## config.mk

```make
export PLATFORM = sky130hd
export DESIGN_NAME = core_launch_ctrl_flat
export DESIGN_NICKNAME = d
export VERILOG_FILES = /design/src/rtl/core_launch_ctrl_pkg.sv /design/src/rtl/core_launch_ctrl_if.sv /design/src/rtl/core_launch_ctrl_run_timeout_counter.sv /design/src/rtl/core_launch_ctrl.sv /design/src/flat_wrapper.sv
export SDC_FILE = /design/constraint.sdc
export NUM_CORES = 1
export LEC_CHECK = 0
export ABC_AREA = 0
export CORE_MARGIN = 1.5
export CORE_UTILIZATION = 55
export DETAILED_ROUTE_END_ITERATION = 6
export PLACE_DENSITY_LB_ADDON = 0.25
export REMOVE_ABC_BUFFERS = 1
export SKIP_CTS_REPAIR_TIMING = 1
export SYNTH_ARGS = -nofsm -noshare
export SYNTH_HDL_FRONTEND = slang
export SYNTH_HIERARCHICAL = 1
export SYNTH_SLANG_ARGS = --single-unit
```

## constraint.sdc

```tcl
create_clock -name clk -period 4.85 [get_ports clk]
set_clock_uncertainty 0.05 [all_clocks]
set_input_delay 0.485 -clock clk [delete_from_list [all_inputs] [get_ports clk]]
set_output_delay 0.485 -clock clk [all_outputs]
set_load 0.1 [all_outputs]
```

## src/rtl/core_launch_ctrl_pkg.sv

```systemverilog
// Shared types and defaults for the core launch controller.
package core_ctrl_pkg;

    localparam int NUM_CORES_DEF      = 4;
    localparam int TIMEOUT_CYCLES_DEF = 1024;
    localparam int CNT_W_DEF          = 16;

    typedef enum logic [2:0] {
        ST_IDLE  = 3'd0,
        ST_START = 3'd1,
        ST_WAIT  = 3'd2,
        ST_DONE  = 3'd3,
        ST_ERR   = 3'd4
    } state_t;

endpackage

```

## src/rtl/core_launch_ctrl_if.sv

```systemverilog
// Host/core-array handshake bundle for core_launch_ctrl.
interface core_launch_ctrl_if
    import core_ctrl_pkg::*;
#(
    parameter int NUM_CORES = NUM_CORES_DEF
);
    logic                 go;
    logic [NUM_CORES-1:0] core_en;
    logic [NUM_CORES-1:0] core_start;
    logic [NUM_CORES-1:0] core_done;
    logic [NUM_CORES-1:0] done_mask;
    logic                 busy;
    logic                 run_done;
    logic                 timeout_err;
    logic                 led_start;
    logic                 led_wait;
    logic                 led_done;
    logic                 led_err;

    modport master (
        output go, core_en, core_done,
        input  core_start, done_mask, busy, run_done, timeout_err,
               led_start, led_wait, led_done, led_err
    );

    modport slave (
        input  go, core_en, core_done,
        output core_start, done_mask, busy, run_done, timeout_err,
               led_start, led_wait, led_done, led_err
    );
endinterface

```

## src/rtl/core_launch_ctrl_run_timeout_counter.sv

```systemverilog
// WAIT-phase timeout counter: clears, counts while enabled, saturates at TIMEOUT_CYCLES-1.
module run_timeout_counter #(
    parameter int TIMEOUT_CYCLES = 1024,
    parameter int CNT_W          = 16
) (
    input  logic clk,
    input  logic rst,
    input  logic clr,
    input  logic en,
    output logic expired
);
    localparam logic [CNT_W-1:0] LAST = CNT_W'(TIMEOUT_CYCLES - 1);

    logic [CNT_W-1:0] count;

    generate
        if (TIMEOUT_CYCLES < 2) begin : g_bad_timeout
            $error("TIMEOUT_CYCLES must be at least 2");
        end
        if ((TIMEOUT_CYCLES >> CNT_W) != 0) begin : g_bad_width
            $error("CNT_W too narrow for TIMEOUT_CYCLES");
        end
    endgenerate

    always_ff @(posedge clk or posedge rst) begin
        if (rst) begin
            count <= '0;
        end else if (clr) begin
            count <= '0;
        end else if (en && (count != LAST)) begin
            count <= count + 1'b1;
        end
    end

    assign expired = (count == LAST);

endmodule

```

## src/rtl/core_launch_ctrl.sv

```systemverilog
// Launch sequencer for the compute cores: start pulses, done collection, timeout.
// Optional STAGGER_START_EN spreads start pulses over NUM_CORES cycles.
module core_launch_ctrl
    import core_ctrl_pkg::*;
#(
    parameter int NUM_CORES      = NUM_CORES_DEF,
    parameter int TIMEOUT_CYCLES = TIMEOUT_CYCLES_DEF,
    parameter int CNT_W          = CNT_W_DEF
) (
    input logic               clk,
    input logic               rst,
    core_launch_ctrl_if.slave bus
);
    // state    | meaning
    // ST_IDLE  | waiting for go with a non-empty enable mask
    // ST_START | issuing start pulses to enabled cores
    // ST_WAIT  | collecting done, timeout counter running
    // ST_DONE  | all enabled cores reported, run_done pulse
    // ST_ERR   | timeout reached, error latched

    state_t               state, state_nxt;
    logic [NUM_CORES-1:0] en_q, en_nxt;
    logic [NUM_CORES-1:0] mask_q, mask_nxt;
    logic [NUM_CORES-1:0] start_q, start_nxt;
    logic [NUM_CORES-1:0] capture;
    logic                 err_q, err_nxt;
    logic                 led_done_q, led_done_nxt;
    logic                 run_done_q, busy_q, led_start_q, led_wait_q;
    logic                 expired;

`ifdef STAGGER_START_EN
    localparam int                   IDX_W    = (NUM_CORES > 1) ? $clog2(NUM_CORES) : 1;
    localparam logic [IDX_W-1:0]     LAST_IDX = IDX_W'(NUM_CORES - 1);
    localparam logic [NUM_CORES-1:0] ONE      = NUM_CORES'(1);
    logic [IDX_W-1:0] idx_q, idx_nxt;
`endif

    run_timeout_counter #(
        .TIMEOUT_CYCLES (TIMEOUT_CYCLES),
        .CNT_W          (CNT_W)
    ) u_timeout (
        .clk     (clk),
        .rst     (rst),
        .clr     (state != ST_WAIT),
        .en      (state == ST_WAIT),
        .expired (expired)
    );

    assign capture = mask_q | (bus.core_done & en_q);

    always_comb begin
        state_nxt    = state;
        en_nxt       = en_q;
        mask_nxt     = mask_q;
        start_nxt    = '0;
        err_nxt      = err_q;
        led_done_nxt = led_done_q;
`ifdef STAGGER_START_EN
        idx_nxt      = idx_q;
`endif
        case (state)
            ST_IDLE: begin
                if (bus.go && (bus.core_en != '0)) begin
                    state_nxt    = ST_START;
                    en_nxt       = bus.core_en;
                    mask_nxt     = '0;
                    err_nxt      = 1'b0;
                    led_done_nxt = 1'b0;
`ifdef STAGGER_START_EN
                    idx_nxt      = '0;
                    start_nxt    = bus.core_en & ONE;
`else
                    start_nxt    = bus.core_en;
`endif
                end
            end
            ST_START: begin
`ifdef STAGGER_START_EN
                mask_nxt = capture;
                if (idx_q == LAST_IDX) begin
                    state_nxt = ST_WAIT;
                end else begin
                    idx_nxt   = idx_q + 1'b1;
                    start_nxt = en_q & (ONE << idx_nxt);
                end
`else
                state_nxt = ST_WAIT;
`endif
            end
            ST_WAIT: begin
                mask_nxt = capture;
                // Completion has priority over a timeout in the same cycle.
                if (capture == en_q) begin
                    state_nxt    = ST_DONE;
                    led_done_nxt = 1'b1;
                end else if (expired) begin
                    state_nxt = ST_ERR;
                    err_nxt   = 1'b1;
                end
            end
            ST_DONE: state_nxt = ST_IDLE;
            ST_ERR:  state_nxt = ST_IDLE;
            default: state_nxt = ST_IDLE;
        endcase
    end

    always_ff @(posedge clk or posedge rst) begin
        if (rst) begin
            state       <= ST_IDLE;
            en_q        <= '0;
            mask_q      <= '0;
            start_q     <= '0;
            err_q       <= 1'b0;
            led_done_q  <= 1'b0;
            run_done_q  <= 1'b0;
            busy_q      <= 1'b0;
            led_start_q <= 1'b0;
            led_wait_q  <= 1'b0;
        end else begin
            state       <= state_nxt;
            en_q        <= en_nxt;
            mask_q      <= mask_nxt;
            start_q     <= start_nxt;
            err_q       <= err_nxt;
            led_done_q  <= led_done_nxt;
            run_done_q  <= (state_nxt == ST_DONE);
            busy_q      <= (state_nxt == ST_START) || (state_nxt == ST_WAIT);
            led_start_q <= (state_nxt == ST_START);
            led_wait_q  <= (state_nxt == ST_WAIT);
        end
    end

`ifdef STAGGER_START_EN
    always_ff @(posedge clk or posedge rst) begin
        if (rst) begin
            idx_q <= '0;
        end else begin
            idx_q <= idx_nxt;
        end
    end
`endif

    assign bus.core_start  = start_q;
    assign bus.done_mask   = mask_q;
    assign bus.busy        = busy_q;
    assign bus.run_done    = run_done_q;
    assign bus.timeout_err = err_q;
    assign bus.led_start   = led_start_q;
    assign bus.led_wait    = led_wait_q;
    assign bus.led_done    = led_done_q;
    assign bus.led_err     = err_q;

endmodule

```

## src/flat_wrapper.sv

```systemverilog
// flat-port wrapper written by rule: the top's interface ports become plain ports
module core_launch_ctrl_flat import core_ctrl_pkg::*;
#(
    parameter int NUM_CORES      = NUM_CORES_DEF,
    parameter int TIMEOUT_CYCLES = TIMEOUT_CYCLES_DEF,
    parameter int CNT_W          = CNT_W_DEF
)
  (clk, rst, bus_go, bus_core_en, bus_core_done, bus_core_start, bus_done_mask, bus_busy, bus_run_done, bus_timeout_err, bus_led_start, bus_led_wait, bus_led_done, bus_led_err);
  core_launch_ctrl_if #(.NUM_CORES(NUM_CORES)) bus_i ();
  input logic clk;
  input logic rst;
  input wire logic [$bits(bus_i.go)-1:0] bus_go;
  input wire logic [$bits(bus_i.core_en)-1:0] bus_core_en;
  input wire logic [$bits(bus_i.core_done)-1:0] bus_core_done;
  output wire logic [$bits(bus_i.core_start)-1:0] bus_core_start;
  output wire logic [$bits(bus_i.done_mask)-1:0] bus_done_mask;
  output wire logic [$bits(bus_i.busy)-1:0] bus_busy;
  output wire logic [$bits(bus_i.run_done)-1:0] bus_run_done;
  output wire logic [$bits(bus_i.timeout_err)-1:0] bus_timeout_err;
  output wire logic [$bits(bus_i.led_start)-1:0] bus_led_start;
  output wire logic [$bits(bus_i.led_wait)-1:0] bus_led_wait;
  output wire logic [$bits(bus_i.led_done)-1:0] bus_led_done;
  output wire logic [$bits(bus_i.led_err)-1:0] bus_led_err;
  assign bus_i.go = bus_go;
  assign bus_i.core_en = bus_core_en;
  assign bus_i.core_done = bus_core_done;
  assign bus_core_start = bus_i.core_start;
  assign bus_done_mask = bus_i.done_mask;
  assign bus_busy = bus_i.busy;
  assign bus_run_done = bus_i.run_done;
  assign bus_timeout_err = bus_i.timeout_err;
  assign bus_led_start = bus_i.led_start;
  assign bus_led_wait = bus_i.led_wait;
  assign bus_led_done = bus_i.led_done;
  assign bus_led_err = bus_i.led_err;
  core_launch_ctrl #(.NUM_CORES(NUM_CORES), .TIMEOUT_CYCLES(TIMEOUT_CYCLES), .CNT_W(CNT_W)) u_core (.clk(clk), .rst(rst), .bus(bus_i));
endmodule
```

==> results of run 1 <==
## cells in the mapped netlist, types with 2 or more instances
cell,instances
nand2_1,8
and2_1,5
mux2i_1,2
inv_1,11
o21ai_0,8
clkbuf_1,2
nor3_1,3
or4_1,5
a21o_1,3
or3_1,5
nor3b_1,4
and3_2,2
o41ai_1,2
nand3_1,6
dfrtp_1,37
nor2_1,10
a31oi_1,4
a21oi_1,14
nand4_1,3
o31ai_1,5
## placed cells by master (no fill, tap or decap), types with 5 or more instances in the layout
master           instances
a21oi_1                 14
and2_1                   5
clkbuf_4                 5
clkdlybuf4s50_1         25
dfrtp_1                 37
inv_1                   11
nand2_1                  8
nand3_1                  6
nor2_1                  10
o21ai_0                  8
o31ai_1                  5
or3_1                    5
or4_1                    5
## cells by family (layout without fill, tap and decap cells)
| group | count (synthesis) | after routing | synth area share, % |
|---|---|---|---|
| simple gates | 64 | 64 | 24.0 |
| mux | 2 | 2 | 1.14 |
| compound gates | 43 | 43 | 16.8 |
| xor+xnor | 1 | 1 | 0.500 |
| fa+ha+maj | 1 | 1 | 0.714 |
| buf+inv | 17 | 45 | 4.00 |
| flops | 37 | 37 | 52.8 |
## stage by stage
stage / util [%] / instance area, um^2 / hold slack, ps
3_5_place_dp: 67.1 / 2030 / 433
5_1_grt: 69.0 / 2090 / 494
3_3_place_gp: 67.1 / 2030 / 427
2_1_floorplan: - / 1730 / 349
4_1_cts: 69.0 / 2090 / 459
6_report: 69.0 / 2090 / 454
## routing by layer
layer / global-route usage (%) / up-vias
met5: 0 / -
met4: 6.49 / 0
met1: 25.1 / 683
li1: - / 668
met3: 6.77 / 4
met2: 39.6 / 54
## cell type report
type	instances	area, um^2	area share [%]
sequential	37	926	44.3
clock buffer	5	37.5	1.80
timing repair buffer	25	250	12.0
tap	44	55.1	2.64
multi-input combinational	111	757	36.2
inverter	12	45.0	2.16
clock inverter	3	17.5	0.839
## final timing paths
kind | from | to | slack, ps | cells after the start
max | u_core/state[0] | u_core/u_timeout/count[11] | 2130 | 7
min | u_core/bus.led_done | u_core/bus.led_done | 450 | 1
max reg2reg | u_core/state[0] | u_core/u_timeout/count[11] | 2130 | 7
min reg2reg | u_core/bus.led_done | u_core/bus.led_done | 450 | 1
max in group asynchronous | rst | u_core/bus.core_start[1] | 3700 | 2
min in group asynchronous | rst | u_core/u_timeout/count[12] | 460 | 2
## sequential cells by signal, summed over array words and instances (netlist names)
signal / count
u_core/bus.led_done: 1
u_core/en_q: 4
u_core/bus.led_start: 1
u_core/bus.core_start: 4
u_core/bus.led_err: 1
u_core/bus.done_mask: 4
u_core/state: 3
u_core/bus.run_done: 1
u_core/u_timeout/count: 16
u_core/bus.busy: 1
u_core/bus.led_wait: 1
## critical path: stages, from the launching register on
cell	delay, ps
dfrtp_1	450
nor2_1	120
nand2_1	370
inv_2	340
nand4_4	170
or3_1	480
or4_1	490
a21oi_1	170
## power groups by stage
| stage | Combinational (mW) | Clock (mW) | Sequential, mW |
|---|---|---|---|
| after floorplan | 0.184 | 0 | 0.724 |
| after global placement | 0.602 | 0 | 0.445 |
| after detailed placement | 0.612 | 0 | 0.449 |
| after CTS | 0.615 | 0.165 | 0.443 |
| after global routing | 0.650 | 0.180 | 0.452 |
| final | 0.614 | 0.159 | 0.443 |
==> results.md, run 1 <==
- Cell Area, Synth: approximately 0.0018 mm^2
- Final period util: 56.1%
- Met2 wire len: 1.82 mm
- RSZ-0062 raised after global routing: no
- CTS tree: built
- Top cell type's share of synthesized area: a little over half
- Placed insts: about 230
- Number of I/O port buffers: 25
- Wire per inst: about 15 um
- Met3 routed WL: between 200 and 300 um
- Int Pwr: just under 600 uW
- Gr usage total: between 20 and 25%
- Max-Cap Viols: 0
- Clock network power share: 13.1%
- Setup WS post-layout: between 2000 and 2500 ps
- Clk buf depth: 2
- Initial DRT Pass Iterations: 4
- Worst Setup Path Type: reg2reg
- # H-tree levels: 2
- CTS buffer count: 5
- Clk Latency, worst-skew pair: approximately 350 ps
- Drt drc: 0
- Fill cells: around 220
- Die area: around 0.0035 mm^2
- Worst EP required: around 5100 ps
- Final WL: approximately 3.6 mm
- Vias after detailed routing: roughly 1.4k
- Total power: around 1.2 mW
- Mapped Cells: 165
- Final GP Congestion: around 0.83
- Share of power burned in registers: 36.4%
- Main synth FF type: dfrtp_1
- Antenna violations before repair: 0
- Diode count: 0
- Die X: 59.5 um
- Switching Share: 51.2%
- EDFF count, synth: 0
- Routed vias/inst: approximately 5.9
- Crit path time final: ~2700 ps
- Core box area: ~0.003 mm^2
- Total overflow reported by the global router: 0
- Share of flip-flops with an asynchronous set or reset: 100%
- Top Layer Used: met4
- Starting Density: 57.9%
- Max Fclk: 0.367 GHz
- Layout area overhead: 19.1%
- Critical path startpoint category: flip-flop
- Final setup TNS: 0 ps
- HP Class: reg2reg
- Post-synthesis area per instance: 10.6 um^2
- Status: complete, no violations
- TritonCTS sink count: 37
- Post-detail-place hpwl: 2.58 mm
- Number of global-route vias before repair: ~1.3k
- Switching power: ~620 uW
- Warnings from Yosys: 6
- CP Max Fanout: 19
- Std-Cell Rows: 20
- Pre-CTS setup slack: 2170 ps
- Routed Antenna Nets: 0
- CTS root buffer: clkbuf_4
- Area leader, netlist: dfrtp_1
- M1 WL: around 1.5 mm
- First-pass GRT wire length: 5.82 mm
- FF+latch count, synth: 37
- Drt initial violations: 83
- Clk slew on worst S/H paths: ~120 ps
- Arrival @ worst endpoint: ~2900 ps
- Worst ir drop on vdd: roughly 310 uV
- Logic pwr share: 50.5%
- Top cells by area, synth: dfrtp_1 (53%), a21oi_1 (4.0%), inv_1 (2.4%)
- Rel. slew slack: between 30% and 40%
- Final net count: 204
- Final setup violation count: 0
- Crit end category: flip-flop
- Die Height: 59.5 um
- Layout cells sized above 1: a little under an eighth
- Seq/Total Area, Yosys: between 50% and 60%
- Power per cell area: between 500 and 600 mW/mm^2
- Ports: 26
- Largest net degree at the start of global routing: 22
- Synth cell types: 46
- Final Non-Filler Cells: 237
- Fin. Hold Viols: 0
- Final Max Slew Viols: 0
- Leakage: between 0.8 and 0.9 nW
- Measured slew at the worst slew-check pin: 1040 ps
(Power assumes the default switching activity.)
==> run 2, diff against run 1 <==
- CORE_UTILIZATION: 55 -> 53
- clock period: 4.85 -> 2.75 ns (I/O delays scaled with it)
==> results.md, run 2 (synthesis gave the netlist of run 1 again) <==
- Status: complete, no violations
- Crit-path cells: nor2_1 -> nand2_1 -> inv_2 -> nand4_4 -> or3_1 -> or4_1 -> a21oi_1
- Crit end category: flip-flop
- Layout cells sized above 1: 19.6% (+7.7 points)
- Antenna violations before repair: 0 (unchanged)
- Switching Share: 50.5% (-0.66 points)
- Drt drc: 0 (unchanged)
- Core box area: 0.00310 mm^2 (+2.5%)
- Final setup TNS: 0 ps (unchanged)
- Max Fclk: 0.448 GHz (+22%)
- Vias after detailed routing: 1405 (-0.28%)
- Die Height: 60.5 um (+1.8%)
- Max-Cap Viols: 0 (unchanged)
- Final Non-Filler Cells: 238 (+0.42%)
- CTS root buffer: clkbuf_4
- Routed vias/inst: 5.90 (-0.70%)
- Die X: 60.5 um (+1.8%)
- Fill cells: 266 (+19%)
- Wire per inst: 15.2 um (-0.80%)
- Clock network power share: 13.4% (+0.3 points)
- Leakage: 0.931 nW (+3.7%)
- First-pass GRT wire length: 6.00 mm (+3.1%)
- Switching power: 1.08 mW (+73%)
- Final Max Slew Viols: 0 (unchanged)
- Diode count: 0 (unchanged)
- Measured slew at the worst slew-check pin: 758 ps (-281 ps)
- Clk slew on worst S/H paths: 100 ps (-20 ps)
- Final net count: 206 (+0.98%)
- Commonest non-fill, non-tap cells in the layout: dfrtp_1 (37), buf_4 (17), a21oi_1 (14), inv_1 (11)
- Layout area overhead: 17.8%
- Critical path startpoint category: flip-flop
- Number of global-route vias before repair: 1403 (+4.9%)
- Total overflow reported by the global router: 0 (unchanged)
- Share of power burned in registers: 36.5% (about the same)
- Std-Cell Rows: 20 (unchanged)
- Placed insts: 231 (+0.87%)
- Routed Antenna Nets: 0 (unchanged)
- Drt initial violations: 56 (-33%)
- Arrival @ worst endpoint: 2450 ps (-490 ps)
- Number of I/O port buffers: 25 (unchanged)
- Logic pwr share: 50.1% (-0.4 points)
- Initial DRT Pass Iterations: 4 (unchanged)
- CP max-delay cell: or4_1
- Max reg flops: 16 (unchanged)
- Starting Density: 56.5% (-1.4 points)
- # H-tree levels: 2 (unchanged)
- Worst EP required: 2970 ps (-2090 ps)
- Largest net degree at the start of global routing: 22 (unchanged)
- Final period util: 81.3% (+25 points)
- CTS buffer count: 5 (unchanged)
- CP Max Fanout: 11 (-8)
- Pre-CTS setup slack: 555 ps (-1620 ps)
- HP Class: in2async
- Register area: 926 um^2 (unchanged)
- Most flops, register: u_core/u_timeout/count
- TritonCTS sink count: 37 (unchanged)
- Final setup violation count: 0 (unchanged)
- Post-detail-place hpwl: 2.58 mm (-0.23%)
- Fin. Hold Viols: 0 (unchanged)
- Setup WS post-layout: 515 ps (-1610 ps)
- Int Pwr: 1.06 mW (+78%)
- Crit path time final: 2230 ps (-487 ps)
- Final GP Congestion: 0.788 (-5.4%)
- Worst ir drop on vdd: 860 uV (+180%)
- RSZ-0062 raised after global routing: no
- Worst Setup Path Type: reg2reg
- Commonest non-fill, non-tap cell in the layout: dfrtp_1
- Final WL: 3.62 mm (-0.39%)
- CTS tree: built
- Clk Latency, worst-skew pair: 330 ps (-20 ps)
- Clk buf depth: 2 (unchanged)
- Power per cell area: 1030 mW/mm^2 (+78%)
- Worst stage delay on the critical path: 500 ps (about the same)
- Rel. slew slack: 49.4% (+19 points)
- Ports: 26 (unchanged)
- Area of the multi-input gates: 757 um^2 (unchanged)
- Die area: 0.00366 mm^2 (+3.6%)
- Gr usage total: 22.4% (+0.25 points)
-- run 2: power by group through the flow --
stage / Combinational (mW) / Clock, mW / Sequential [mW]
global route: 1.14 / 0.319 / 0.799
floorplan: 0.325 / 0 / 1.28
finish: 1.07 / 0.286 / 0.781
global placement: 1.05 / 0 / 0.782
CTS: 1.08 / 0.296 / 0.781
detailed placement: 1.07 / 0 / 0.793
-- run 2: worst paths after layout --
| path | cells past startpoint | endpoint | from | slack [ps] |
|---|---|---|---|---|
| setup / recovery | 7 | u_core/u_timeout/count[15] | u_core/state[0] | 520 |
| hold / removal | 2 | u_core/u_timeout/count[1] | rst | 280 |
| setup reg to reg | 7 | u_core/u_timeout/count[15] | u_core/state[0] | 520 |
| hold reg to reg | 1 | u_core/bus.led_done | u_core/bus.led_done | 450 |
| max in group asynchronous | 2 | u_core/bus.led_err | rst | 1840 |
| min in group clk | 1 | u_core/bus.led_done | u_core/bus.led_done | 450 |
-- run 2: metal layers --
metal / vias up / track usage [%] / wire, um
met5: - / 0 / 0
met4: 0 / 9.01 / 48
met3: 6 / 7.04 / 162
met2: 33 / 37.4 / 1790
met1: 692 / 27.0 / 1620
li1: 674 / - / -
-- run 2: worst max-delay path: cells and delay by family (launching register included) --
family | cells | cell delay (ps)
buf+inv | 1 | 190
simple gates | 5 | 1340
compound gates | 1 | 150
flops | 1 | 450
-- run 2: area by class of cell --
| type | count | share of cell area (%) |
|---|---|---|
| repair buffers | 27 | 11.0 |
| well taps | 44 | 2.67 |
| inverters | 12 | 2.18 |
| clock buffers | 7 | 2.67 |
| flip-flops and latches | 37 | 44.8 |
| multi-input cells | 111 | 36.6 |
-- run 2: stage by stage --
| stage | hold slack [ps] | power, mW | area (um^2) | util [%] |
|---|---|---|---|---|
| after floorplan | 139 | 1.60 | 1730 | - |
| after global placement | 428 | 1.84 | 2010 | 64.8 |
| after detailed placement | 432 | 1.87 | 2010 | 64.8 |
| after CTS | 289 | 2.15 | 2070 | 66.6 |
| after global routing | 330 | 2.26 | 2070 | 66.6 |
| final | 283 | 2.14 | 2070 | 66.6 |
==> run 3, diff against run 2 <==
- clock period: 2.75 -> 2.2 ns (I/O delays scaled with it)
==> results.md, run 3 (synthesis gave the netlist of run 1 again) <==
- Largest net degree at the start of global routing: 22 (unchanged)
- Logic pwr share: 50.7% (+0.6 points)
- Clock network power share: 13.2% (-0.2 points)
- Power per cell area: 1280 mW/mm^2 (+24%)
- R2r endpoint: u_core/u_timeout/count[15]
- # H-tree levels: 2 (unchanged)
- Critical path startpoint category: flip-flop
- Drt initial violations: 65 (+16%)
- Initial DRT Pass Iterations: 4 (unchanged)
- Number of I/O port buffers: 25 (unchanged)
- Routed vias/inst: 5.74 (-2.8%)
- Layout cells sized above 1: 21.7% (+2.1 points)
- Commonest non-fill, non-tap cell in the layout: dfrtp_1
- Final period util: 95.5% (+14 points)
- Final net count: 210 (+1.9%)
- Vias after detailed routing: 1388 (-1.2%)
- Worst setup path start: u_core/state[2]
- CP Max Fanout: 8 (-3)
- First-pass GRT wire length: 5.95 mm (-0.82%)
- CP max-delay cell: or4_1
- Rel. slew slack: 58.7% (+9.3 points)
- Die Height: 60.5 um (unchanged)
- CTS root buffer: clkbuf_4
- RSZ-0062 raised after global routing: no
- Int Pwr: 1.35 mW (+27%)
- Worst Setup Path Type: reg2reg
- FF-to-FF path depth: 7 (unchanged)
- Final WL: 3.48 mm (-3.8%)
- Die area: 0.00366 mm^2 (unchanged)
- Core box area: 0.00310 mm^2 (unchanged)
- R2R Setup Slk: 100 ps (-420 ps)
- TritonCTS sink count: 37 (unchanged)
- Share of power burned in registers: 36.1% (-0.4 points)
- Measured slew at the worst slew-check pin: 619 ps (-140 ps)
- CTS tree: built
- Std-Cell Rows: 20 (unchanged)
- Crit end category: flip-flop
- Switching power: 1.35 mW (+25%)
- Crit-path leading delay family: simple AND/OR/NAND/NOR gates
- Arrival @ worst endpoint: 2320 ps (-130 ps)
- Fin. Hold Viols: 0 (unchanged)
- Most flops, register: u_core/u_timeout/count
- Buffers & Inverters on Critical Path: 1 (unchanged)
- Reg2reg start: u_core/state[2]
- Status: complete, no violations
- Starting Density: 56.5% (unchanged)
- Fill cells: 275 (+3.4%)
- Die X: 60.5 um (unchanged)
- Clk Latency, worst-skew pair: 340 ps (about the same)
- Commonest non-fill, non-tap cells in the layout: dfrtp_1 (37), buf_4 (21), a21oi_1 (14), inv_1 (11)
- Diode count: 0 (unchanged)
- Switching Share: 50.1% (-0.43 points)
- Drt drc: 0 (unchanged)
- Worst EP required: 2420 ps (-550 ps)
- Number of global-route vias before repair: 1322 (-5.8%)
- Clk buf depth: 2 (unchanged)
- Final setup violation count: 0 (unchanged)
- Antenna violations before repair: 0 (unchanged)
- Total overflow reported by the global router: 0 (unchanged)
- HP Class: in2async
- Final instance area: 0.00210 mm^2 (+1.8%)
- Worst ir drop on vdd: 1140 uV (+33%)
- Ports: 26 (unchanged)
- Max reg flops: 16 (unchanged)
- Max-Cap Viols: 0 (unchanged)
- Area after DPL: 0.00204 mm^2 (+1.5%)
- Final GP Congestion: 0.847 (+7.4%)
- Clk slew on worst S/H paths: 100 ps (about the same)
- Max Fclk: 0.476 GHz (+6.4%)
- Worst stage delay on the critical path: 510 ps (about the same)
- Gr usage total: 22.6% (+0.20 points)
- Post-detail-place hpwl: 2.57 mm (-0.36%)
- Final Max Slew Viols: 0 (unchanged)
- Final Util: 67.7% (+1.2 points)
- Wire per inst: 14.4 um (-5.4%)
- Routed Antenna Nets: 0 (unchanged)
- CTS buffer count: 5 (unchanged)
- Leakage: 0.951 nW (+2.2%)
- Crit-path cells: nor2_1 -> nand2_1 -> inv_2 -> nand4_4 -> or3_1 -> or4_1 -> a21oi_1
- Layout area overhead: 19.9%
- Crit path time final: 2100 ps (-134 ps)
## run 3: metal layers
| layer | track usage, % | share of wire, % |
|---|---|---|
| met5 | 0 | 0 |
| met2 | 35.9 | 50 |
| met1 | 28.8 | 44 |
| met4 | 9.32 | 1.3 |
| met3 | 7.25 | 5.3 |
## run 3: area by class of cell
cell class / count / area [um^2] / area share [%]
Sequential cell: 37 / 926 / 44.0
Timing Repair Buffer: 31 / 258 / 12.3
Clock buffer: 7 / 55.1 / 2.62
Multi-Input combinational cell: 111 / 763 / 36.3
Tap cell: 44 / 55.1 / 2.62
Inverter: 12 / 45.0 / 2.14
## run 3: how the worst max path moves through the flow
| stage | cells after the start | end | slack (ps) |
|---|---|---|---|
| 4_1_cts | 7 | u_core/u_timeout/count[13] | 100 |
| 2_1_floorplan | 7 | u_core/u_timeout/count[13] | -130 |
| 3_3_place_gp | 5 | u_core/u_timeout/count[5] | 200 |
| 3_5_place_dp | 7 | u_core/u_timeout/count[13] | 110 |
| 6_report | 7 | u_core/u_timeout/count[15] | 100 |
| 5_1_grt | 7 | u_core/u_timeout/count[13] | 3 |
## run 3: power by group through the flow
| stage | clock network (mW) | logic, mW | registers, mW |
|---|---|---|---|
| after detailed placement | 0 | 1.37 | 0.987 |
| after CTS | 0.368 | 1.37 | 0.972 |
| after global placement | 0 | 1.35 | 0.972 |
| after global routing | 0.400 | 1.47 | 0.994 |
| after floorplan | 0 | 0.406 | 1.60 |
| final | 0.355 | 1.37 | 0.973 |
## run 3: tightest hold or removal path: stages
cell and delay (ps):
clkdlybuf4s50_1 410, inv_1 70, buf_4 260
## run 3: metrics by stage
stage | setup WS (ps) | TNS [ps] | hold slack [ps] | total power, mW | cells
6_report | 99.8 | 0 | 190 | 2.70 | 242
5_1_grt | 3.00 | 0 | 243 | 2.86 | 242
4_1_cts | 104 | 0 | 188 | 2.71 | 242
3_5_place_dp | 114 | 0 | 443 | 2.36 | 235
3_3_place_gp | 196 | 0 | 429 | 2.33 | 235
2_1_floorplan | -127 | -438 | 83.7 | 2.00 | 160
